--- src/rtl/polaris_irq_pkg.sv ---
// Shared constants and types for the Polaris multi-source interrupt controller.
// Holds CSR offsets relative to BASE, the claim state enum, and bus/id widths.
package polaris_irq_pkg;

   localparam int unsigned ID_W   = 5;
   localparam int unsigned CSR_AW = 12;
   localparam int unsigned CSR_DW = 64;

   localparam logic [1:0] OFF_PEND  = 2'd0;
   localparam logic [1:0] OFF_ENA   = 2'd1;
   localparam logic [1:0] OFF_CLAIM = 2'd2;
   localparam logic [1:0] OFF_TYPE  = 2'd3;

   typedef enum logic {
      IDLE    = 1'b0,
      CLAIMED = 1'b1
   } state_e;

endpackage

--- src/rtl/polaris_irq_sync.sv ---
// Per-source synchroniser: two flops bring src_i into the clk_i domain.
// Optional macro POLARIS_IRQ_EDGE_EN adds a third flop and a rising-edge pulse.
// Ports:
//   clk_i, reset_ni  clock, async active-low reset
//   src_i            raw asynchronous interrupt line
//   lvl_o            synchronised level
//   rise_o           one-cycle pulse on synchronised 0->1 (edge builds only)
module polaris_irq_sync
   import polaris_irq_pkg::*;
(
   input  logic clk_i,
   input  logic reset_ni,
   input  logic src_i,
`ifdef POLARIS_IRQ_EDGE_EN
   output logic rise_o,
`endif
   output logic lvl_o
);

   logic meta_q, meta_d;
   logic lvl_q, lvl_d;

   // Two-stage synchroniser chain
   always_comb begin
      meta_d = src_i;
      lvl_d  = meta_q;
   end

   always_ff @(posedge clk_i or negedge reset_ni) begin
      if (!reset_ni) begin
         meta_q <= 1'b0;
         lvl_q  <= 1'b0;
      end else begin
         meta_q <= meta_d;
         lvl_q  <= lvl_d;
      end
   end

   assign lvl_o = lvl_q;

`ifdef POLARIS_IRQ_EDGE_EN
   logic prev_q, prev_d;

   // Previous synchronised level for rising-edge detection
   always_comb prev_d = lvl_q;

   always_ff @(posedge clk_i or negedge reset_ni) begin
      if (!reset_ni) prev_q <= 1'b0;
      else           prev_q <= prev_d;
   end

   assign rise_o = lvl_q & ~prev_q;
`endif

endmodule

--- src/rtl/polaris_irq_ctrl.sv ---
// Multi-source interrupt controller feeding the Polaris core's single irq_i.
// Synchronises NSRC lines, masks them, picks the lowest-numbered pending source and
// runs a claim/complete handshake over the CSR bus (IPEND, IENA, ICLAIM, ITYPE at BASE..BASE+3).
// Optional macro POLARIS_IRQ_EDGE_EN enables per-source rising-edge (sticky) mode via ITYPE.
// Ports:
//   clk_i, reset_ni        clock, async active-low reset
//   src_i[NSRC]            raw asynchronous interrupt lines
//   irq_o                  interrupt request to the core
//   cause_o[5]             claimed id while CLAIMED, else current winner id (0 = none)
//   cadr_i/coe_i/cwe_i     CSR address, read strobe, write strobe
//   cdat_i/cdat_o          CSR write/read data (read is combinational, 0 on miss)
//   cvalid_o               address hits one of the four CSRs
module polaris_irq_ctrl
   import polaris_irq_pkg::*;
#(
   parameter int unsigned      NSRC = 8,
   parameter logic [11:0]      BASE = 12'hBC0
) (
   input  logic              clk_i,
   input  logic              reset_ni,
   input  logic [NSRC-1:0]   src_i,
   output logic              irq_o,
   output logic [ID_W-1:0]   cause_o,
   input  logic [CSR_AW-1:0] cadr_i,
   input  logic              coe_i,
   input  logic              cwe_i,
   input  logic [CSR_DW-1:0] cdat_i,
   output logic [CSR_DW-1:0] cdat_o,
   output logic              cvalid_o
);

   logic [NSRC-1:0]   lvl;
   logic [NSRC-1:0]   pend;
   logic [NSRC-1:0]   type_rd;
   logic [NSRC-1:0]   ena_q, ena_d;
   state_e            state_q, state_d;
   logic [ID_W-1:0]   claim_id_q, claim_id_d;
   logic [ID_W-1:0]   winner;
   logic [ID_W-1:0]   cur_id;
   logic [CSR_AW-1:0] off;
   logic [1:0]        sel;
   logic              hit;
   logic              csr_wr;
   logic              claim_evt;
   logic              cmpl_evt;
   logic              unused_cdat;
`ifdef POLARIS_IRQ_EDGE_EN
   logic [NSRC-1:0]   rise;
   logic [NSRC-1:0]   type_q, type_d;
   logic [NSRC-1:0]   epend_q, epend_d;
   logic [NSRC-1:0]   clr;
`endif

   for (genvar gi = 0; gi < NSRC; gi++) begin : g_sync
      polaris_irq_sync u_sync (
         .clk_i    (clk_i),
         .reset_ni (reset_ni),
         .src_i    (src_i[gi]),
`ifdef POLARIS_IRQ_EDGE_EN
         .rise_o   (rise[gi]),
`endif
         .lvl_o    (lvl[gi])
      );
   end

   // CSR decode; the subtraction wraps so only BASE..BASE+3 lands below 4
   assign off         = cadr_i - BASE;
   assign hit         = (off < CSR_AW'(4));
   assign sel         = off[1:0];
   assign csr_wr      = cwe_i & hit;
   assign unused_cdat = ^cdat_i;

   // Priority encoder: lowest index wins, reported as index+1
   always_comb begin
      winner = '0;
      for (int i = int'(NSRC) - 1; i >= 0; i--) begin
         if (pend[i] && ena_q[i]) winner = ID_W'(i + 1);
      end
   end

   assign claim_evt = coe_i & hit & (sel == OFF_CLAIM) & (state_q == IDLE) & (winner != '0);
   assign cmpl_evt  = csr_wr & (sel == OFF_CLAIM) & (state_q == CLAIMED) &
                      (cdat_i[ID_W-1:0] == claim_id_q);

   // Claim FSM next state
   always_comb begin
      state_d    = state_q;
      claim_id_d = claim_id_q;
      case (state_q)
         IDLE: begin
            if (claim_evt) begin
               state_d    = CLAIMED;
               claim_id_d = winner;
            end
         end
         CLAIMED: begin
            if (cmpl_evt) begin
               state_d    = IDLE;
               claim_id_d = '0;
            end
         end
         default: begin
            state_d    = IDLE;
            claim_id_d = '0;
         end
      endcase
   end

   // Enable register writes
   always_comb begin
      ena_d = ena_q;
      if (csr_wr && (sel == OFF_ENA)) ena_d = cdat_i[NSRC-1:0];
   end

   always_ff @(posedge clk_i or negedge reset_ni) begin
      if (!reset_ni) begin
         state_q    <= IDLE;
         claim_id_q <= '0;
         ena_q      <= '0;
      end else begin
         state_q    <= state_d;
         claim_id_q <= claim_id_d;
         ena_q      <= ena_d;
      end
   end

`ifdef POLARIS_IRQ_EDGE_EN
   // Edge-mode pending: a new rising edge beats a same-cycle W1C or claim clear
   always_comb begin
      type_d = type_q;
      if (csr_wr && (sel == OFF_TYPE)) type_d = cdat_i[NSRC-1:0];
      clr = '0;
      if (csr_wr && (sel == OFF_PEND)) clr = cdat_i[NSRC-1:0];
      for (int unsigned i = 0; i < NSRC; i++) begin
         if (claim_evt && (winner == ID_W'(i + 1))) clr[i] = 1'b1;
      end
      epend_d = type_q & (rise | (epend_q & ~clr));
   end

   always_ff @(posedge clk_i or negedge reset_ni) begin
      if (!reset_ni) begin
         type_q  <= '0;
         epend_q <= '0;
      end else begin
         type_q  <= type_d;
         epend_q <= epend_d;
      end
   end

   assign pend    = (type_q & epend_q) | (~type_q & lvl);
   assign type_rd = type_q;
`else
   assign pend    = lvl;
   assign type_rd = '0;
`endif

   assign cur_id   = (state_q == CLAIMED) ? claim_id_q : winner;
   assign irq_o    = (state_q == IDLE) & (|(pend & ena_q));
   assign cause_o  = cur_id;
   assign cvalid_o = hit;

   // CSR read mux, zero-extended, zero on miss
   always_comb begin
      cdat_o = '0;
      if (hit) begin
         case (sel)
            OFF_PEND:  cdat_o = CSR_DW'(pend);
            OFF_ENA:   cdat_o = CSR_DW'(ena_q);
            OFF_CLAIM: cdat_o = CSR_DW'(cur_id);
            default:   cdat_o = CSR_DW'(type_rd);
         endcase
      end
   end

endmodule

--- config.mk ---
export PLATFORM = sky130hd
export DESIGN_NAME = polaris_irq_ctrl
export DESIGN_NICKNAME = d
export VERILOG_FILES = /design/src/rtl/polaris_irq_pkg.sv /design/src/rtl/polaris_irq_sync.sv /design/src/rtl/polaris_irq_ctrl.sv
export SDC_FILE = /design/constraint.sdc
export NUM_CORES = 1
export LEC_CHECK = 0
export ABC_AREA = 1
export CORE_MARGIN = 2
export CORE_UTILIZATION = 35
export DETAILED_ROUTE_END_ITERATION = 7
export PLACE_DENSITY_LB_ADDON = 0.05
export SETUP_SLACK_MARGIN = 0.4
export SLEW_MARGIN = 15
export SYNTH_ARGS = -nofsm -noshare
export SYNTH_HDL_FRONTEND = slang
export SYNTH_HIERARCHICAL = 1
export SYNTH_SLANG_ARGS = --single-unit
--- constraint.sdc ---
create_clock -name clk_i -period 2.25 [get_ports clk_i]
set_input_delay 0.5625 -clock clk_i [delete_from_list [all_inputs] [get_ports clk_i]]
set_output_delay 0.5625 -clock clk_i [all_outputs]
set_load 0.02 [all_outputs]
## After elaboration in Yosys (flattened, before gate mapping)

Index checks and enable logic that the tools add are counted.

| storage, ports and cells | value |
|---|---|
| logic and storage cells | 67 |
| register bits after elaboration | 30 |

| operators by class | value |
|---|---|
| bitwise gates (word level) | 11 |
| add/subtract/negate cells | 1 |
| muxes and demuxes | 17 |
| equal/unequal tests | 5 |
| order comparisons | 1 |
| reduce and logical (&&, ||, !) cells | 13 |

Operators by type and width:

| kind | number |
|---|---|
| two-way mux 5 bit | 7 |
| case mux 8 bit (3 select lines) | 1 |
| two-way mux 4 bit | 4 |
| less-than comparator 12 x 3 -> 1 bit (second input constant) | 1 |
| subtractor 12 bit (second input constant) | 1 |
| case mux 5 bit (2 select lines) | 1 |
| bitwise AND 1 bit | 9 |
| logical AND 1 bit | 9 |
| bitwise AND 8 bit | 1 |
| two-way mux 8 bit | 1 |
| OR reduction 8 bit | 1 |
| == test 5 bit | 1 |
| nonzero test 5 bit | 1 |
| == test 2 x 1 -> 1 bit (second input constant) | 1 |
| == test 2 bit (second input constant) | 1 |
| logical NOT 2 bit | 1 |
| two-way mux 1 bit | 2 |
| inequality test 2 x 1 -> 1 bit (second input constant) | 1 |
| inequality test 2 bit (second input constant) | 1 |
| case mux 1 bit (2 select lines) | 1 |
| AND reduction 2 bit | 1 |
| NOT 1 bit | 1 |

## Logic depth before layout (Yosys ltp)

| depth | value |
|---|---|
| word-level depth | 13 |
| gate-level depth with buffers | 10 |
| depth with buffers taken out | 10 |

## Hierarchy

Netlist, hierarchy kept.

By module, submodules not included:

| module | times used | cells an instance | area each (µm²) |
|---|---|---|---|
| polaris_irq_ctrl | 1 | 201 | 1478.9 |
| polaris_irq_sync | 8 | 2 | 50.0 |

## Least setup slack after synthesis

OpenSTA, ideal clock, no wires.

| path | value |
|---|---|
| path type | reg2out |
| from | register state_q |
| to | output port cdat_o[1] |
| data arrival time | 1562 ps |
| buffers on the path | 1 |
| slack | 126 ps |
| cell stages (with the launch flop) | 6 |
| cell sequence | dfrtp_1 -> buf_2 -> inv_1 -> o21ai_0 -> a21oi_1 -> nor2_1 |

| between the ends | value |
|---|---|
| longest elaborated chain between the ends | 3 |

Ends and longest elaborated chain:

| element | line | RTL |
|---|---|---|
| start: declaration | polaris_irq_ctrl.sv:36 | `state_e state_q, state_d;` |
| start signal: assignment | polaris_irq_ctrl.sv:121 | `state_q <= state_d;` |
| two-way mux 5 bit | polaris_irq_ctrl.sv:157 | `assign cur_id = (state_q == CLAIMED) ? claim_id_q : winner;` |
| named net cause_o[1] | polaris_irq_ctrl.sv:23 | `output logic [ID_W-1:0] cause_o,` |
| case mux 8 bit (3 select lines) | polaris_irq_ctrl.sv:166 | `case (sel)` |
| two-way mux 8 bit | polaris_irq_ctrl.sv:165 | `if (hit) begin` |
| end: declaration | polaris_irq_ctrl.sv:28 | `output logic [CSR_DW-1:0] cdat_o,` |

The timed path passes the listed nets, and every way through them passes these cells.

## Final worst setup path

| path | value |
|---|---|
| from | register ena_q[6] |
| to | output port cdat_o[1] |

| between the ends | value |
|---|---|
| longest elaborated chain between the ends | 11 |

Ends and longest elaborated chain:

| element | line | RTL |
|---|---|---|
| start: declaration | polaris_irq_ctrl.sv:35 | `logic [NSRC-1:0] ena_q, ena_d;` |
| start signal: assignment | polaris_irq_ctrl.sv:123 | `ena_q <= ena_d;` |
| logical AND 1 bit | polaris_irq_ctrl.sv:77 | `if (pend[i] && ena_q[i]) winner = ID_W'(i + 1);` |
| two-way mux 4 bit (3 in series) | polaris_irq_ctrl.sv:77 |  |
| two-way mux 5 bit (4 in series) | polaris_irq_ctrl.sv:77 |  |
| two-way mux 5 bit | polaris_irq_ctrl.sv:157 |  |
| case mux 8 bit (3 select lines) | polaris_irq_ctrl.sv:166 |  |
| two-way mux 8 bit | polaris_irq_ctrl.sv:165 |  |

No other way between the ends.

==> impl_metrics.json <==
{
  "synth-warning-count": 6,
  "rr_startpoint": "ena_q[6]",
  "layout.cells.most_common": "conb_1",
  "regToRegSetupSlack_ns": 0.04,
  "grt_pass1_vias": 1463,
  "htreeDepth": 2,
  "p_per_area_nw_per_um2": 428,
  "synth.top_cell.area_share": 0.386,
  "gp_congestion": 0.781,
  "dpl.hpwl_um": 3100,
  "hold_depth": 0,
  "dp.cells": 350,
  "antennaDiodeCount": 0,
  "seq_power_share": 0.447,
  "core_um2": 5140,
  "cp_data_required_time_ns": 1.69,
  "syn_area_um2": 1880,
  "grt_max_degree": 30,
  "cts_buffer_depth": 2,
  "netlist_top_cells_area": "dfrtp_1 39%, buf_4 23%, nand2_1 9.4%, mux2_4 5.6%, nand3_1 3.5%",
  "drc": 0,
  "dp_slack_ns": -0.699,
  "final-setup-viol-count": 0,
  "yosysSeqAreaShare": 0.386,
  "async_flop_share": 1.00,
  "cts_tree": "yes",
  "clkPwrFrac": 0.369,
  "numPortBuffers": 45,
  "p_int_uw": 862,
  "power_leakage_nw": 1.49,
  "rr_worst_depth": 17,
  "critPathKind": "reg -> out",
  "numCtsBuffers": 5,
  "ys.flop_type": "dfrtp_1",
  "cp_max_fo": 2,
  "startpoint_type": "flip-flop",
  "overflow": 0,
  "grt_pass1_wl_um": 7130,
  "die_h_um": 77.3,
  "switching_share": 0.292,
  "drive_gt1_frac": 0.439,
  "area_growth_pct": 51.4,
  "row_count": 26,
  "synth-seq-cells": 29,
  "post_drt_via_cell_ratio": 4.02,
  "reg2reg_to": "claim_id_q[1]",
  "hold_path_end": "g_sync[3].u_sync/lvl_o",
  "setup_slack_ns": 0.0206,
  "firstDrtPassIters": 4,
  "antenna_found_initial": 0,
  "critPathCaptureType": "output pin",
  "maxSlewViolCount": 0,
  "finalHoldViolCount": 0,
  "wire_per_inst_um": 11.3,
  "nFillCells": 497,
  "synthDistinctLibCells": 24,
  "cts_root_buffer": "clkbuf_8",
  "dieArea_um2": 5970,
  "combPwrFrac": 0.184,
  "final_cells": 384,
  "route.final.wire_length_um": 4330,
  "fin_crit_ns": 2.23,
  "ant_nets": 0,
  "max_freq_ghz": 0.449,
  "postSynthCellCount": 217,
  "synth_edf_count": 0,
  "hp-class": "reg -> reg",
  "hold_buffers": 0,
  "power.switching_uw": 355,
  "fin_skew_ns": 0.00449,
  "clock_sinks": 29,
  "layout_common_cells": "57 x conb_1, 43 x buf_4, 36 x nand2_1",
  "finalCritPeriodShare": 0.991,
  "clk_latency_ns": 0.28,
  "status": "finished clean",
  "cp_data_arrival_time_ns": 1.67,
  "grt_use_total": 0.155,
  "rsz0062_at_grt": "true",
  "start_util": 0.366,
  "avgSynthCellArea_um2": 8.66,
  "worstHoldStart": "g_sync[3].u_sync/lvl_d",
  "peakVddDrop_uv": 359,
  "cts.clk_slew.worst_paths_ns": 0.07,
  "io_pins": 159,
  "vias": 1543,
  "drt_iter0_drc": 51,
  "dieWidth_um": 77.3,
  "nNetsFinal": 401,
  "yosysTopAreaCell": "dfrtp_1",
  "max-cap-violations": 0
}
==> power groups by stage <==
stage                     clock, mW  sequential (mW)  combinational, mW
after floorplan                   0            0.551              0.193
after global placement            0            0.552              0.203
after detailed placement          0            0.552              0.203
after CTS                     0.468            0.542              0.213
after global routing          0.489            0.545              0.242
final                         0.449            0.543              0.224
==> cell type report <==
type	count	area, um2	area share
multi-input cells	168	1060	0.371
repair buffers	91	800	0.281
flip-flops and latches	29	726	0.255
well taps	70	87.6	0.0308
clock buffers	6	82.6	0.0290
inverters	18	80.1	0.0281
clock inverters	2	13.8	0.00484
==> synthesized netlist by cell type, types with 2 or more instances <==
master   count
inv_1       16
o21ai_0      5
nand3_1     13
nor2_1       8
dfrtp_1     29
buf_4       57
inv_2        2
a21oi_1     11
nor2_4       2
mux2_4       7
xnor2_1      4
nand2_1     47
nand3_2      2
o21ai_2      4
==> metal layers <==
metal / track usage / share of wire
met5: 0 / 0
met4: 0.0536 / 0.018
met3: 0.0424 / 0.069
met2: 0.240 / 0.47
met1: 0.208 / 0.44
==> what timing repair did <==
| item | in CTS | in global routing |
|---|---|---|
| pin swaps | 19 | 3 |
| endpoints found under the setup margin | 25 | 15 |
| resized for setup | 143 | 15 |
| setup buffers | 18 | 8 |
==> worst max path at each step <==
stage,start,endpoint,depth (start not counted)
after CTS,g_sync[2].u_sync/lvl_o,cdat_o[3],10
after global placement,cadr_i[1],cdat_o[0],6
after floorplan,ena_q[5],cdat_o[3],9
after global routing,ena_q[6],cdat_o[1],10
final,ena_q[6],cdat_o[1],10
after detailed placement,cadr_i[1],cdat_o[0],6
==> kinds of logic (layout without fill, tap and decap cells) <==
family / Yosys count / count (layout) / share of synthesized area
muxes: 7 / 7 / 0.0559
AOI/OAI and AO/OA: 20 / 20 / 0.0612
buffers and inverters: 76 / 117 / 0.266
and+or+nand+nor: 80 / 80 / 0.210
DFF: 29 / 29 / 0.386
other: 1 / 57 / 0.00200
xor gates and xnor gates: 4 / 4 / 0.0186
==> flip-flops by register name (all words and copies together) (netlist names) <==
signal and count:
claim_id_q 4, ena_q 8, g_sync.u_sync/lvl_d 8, g_sync.u_sync/lvl_o 8, state_q 1
==> worst max-delay path: stages (launching register included) <==
cell     delay, ns
dfrtp_1       0.39
nand2_1       0.09
nand2_1       0.07
inv_1         0.06
buf_4         0.13
o21ai_1       0.13
nand3_1       0.12
o21ai_2       0.11
a21oi_2       0.08
nor2_2        0.09
buf_6         0.12
==> metrics by stage <==
step / TNS, ns / cell area [um2] / utilization / power, mW / hold slack, ns
floorplan: 0 / 2210 / - / 0.744 / 0.267
global placement: -6.23 / 2470 / 0.480 / 0.755 / 0.332
detailed placement: -6.23 / 2470 / 0.480 / 0.756 / 0.335
CTS: 0 / 2740 / 0.533 / 1.22 / 0.350
global route: -0.402 / 2850 / 0.554 / 1.28 / 0.351
finish: 0 / 2850 / 0.554 / 1.22 / 0.347
No activity file was read; power rests on OpenSTA's default activity.
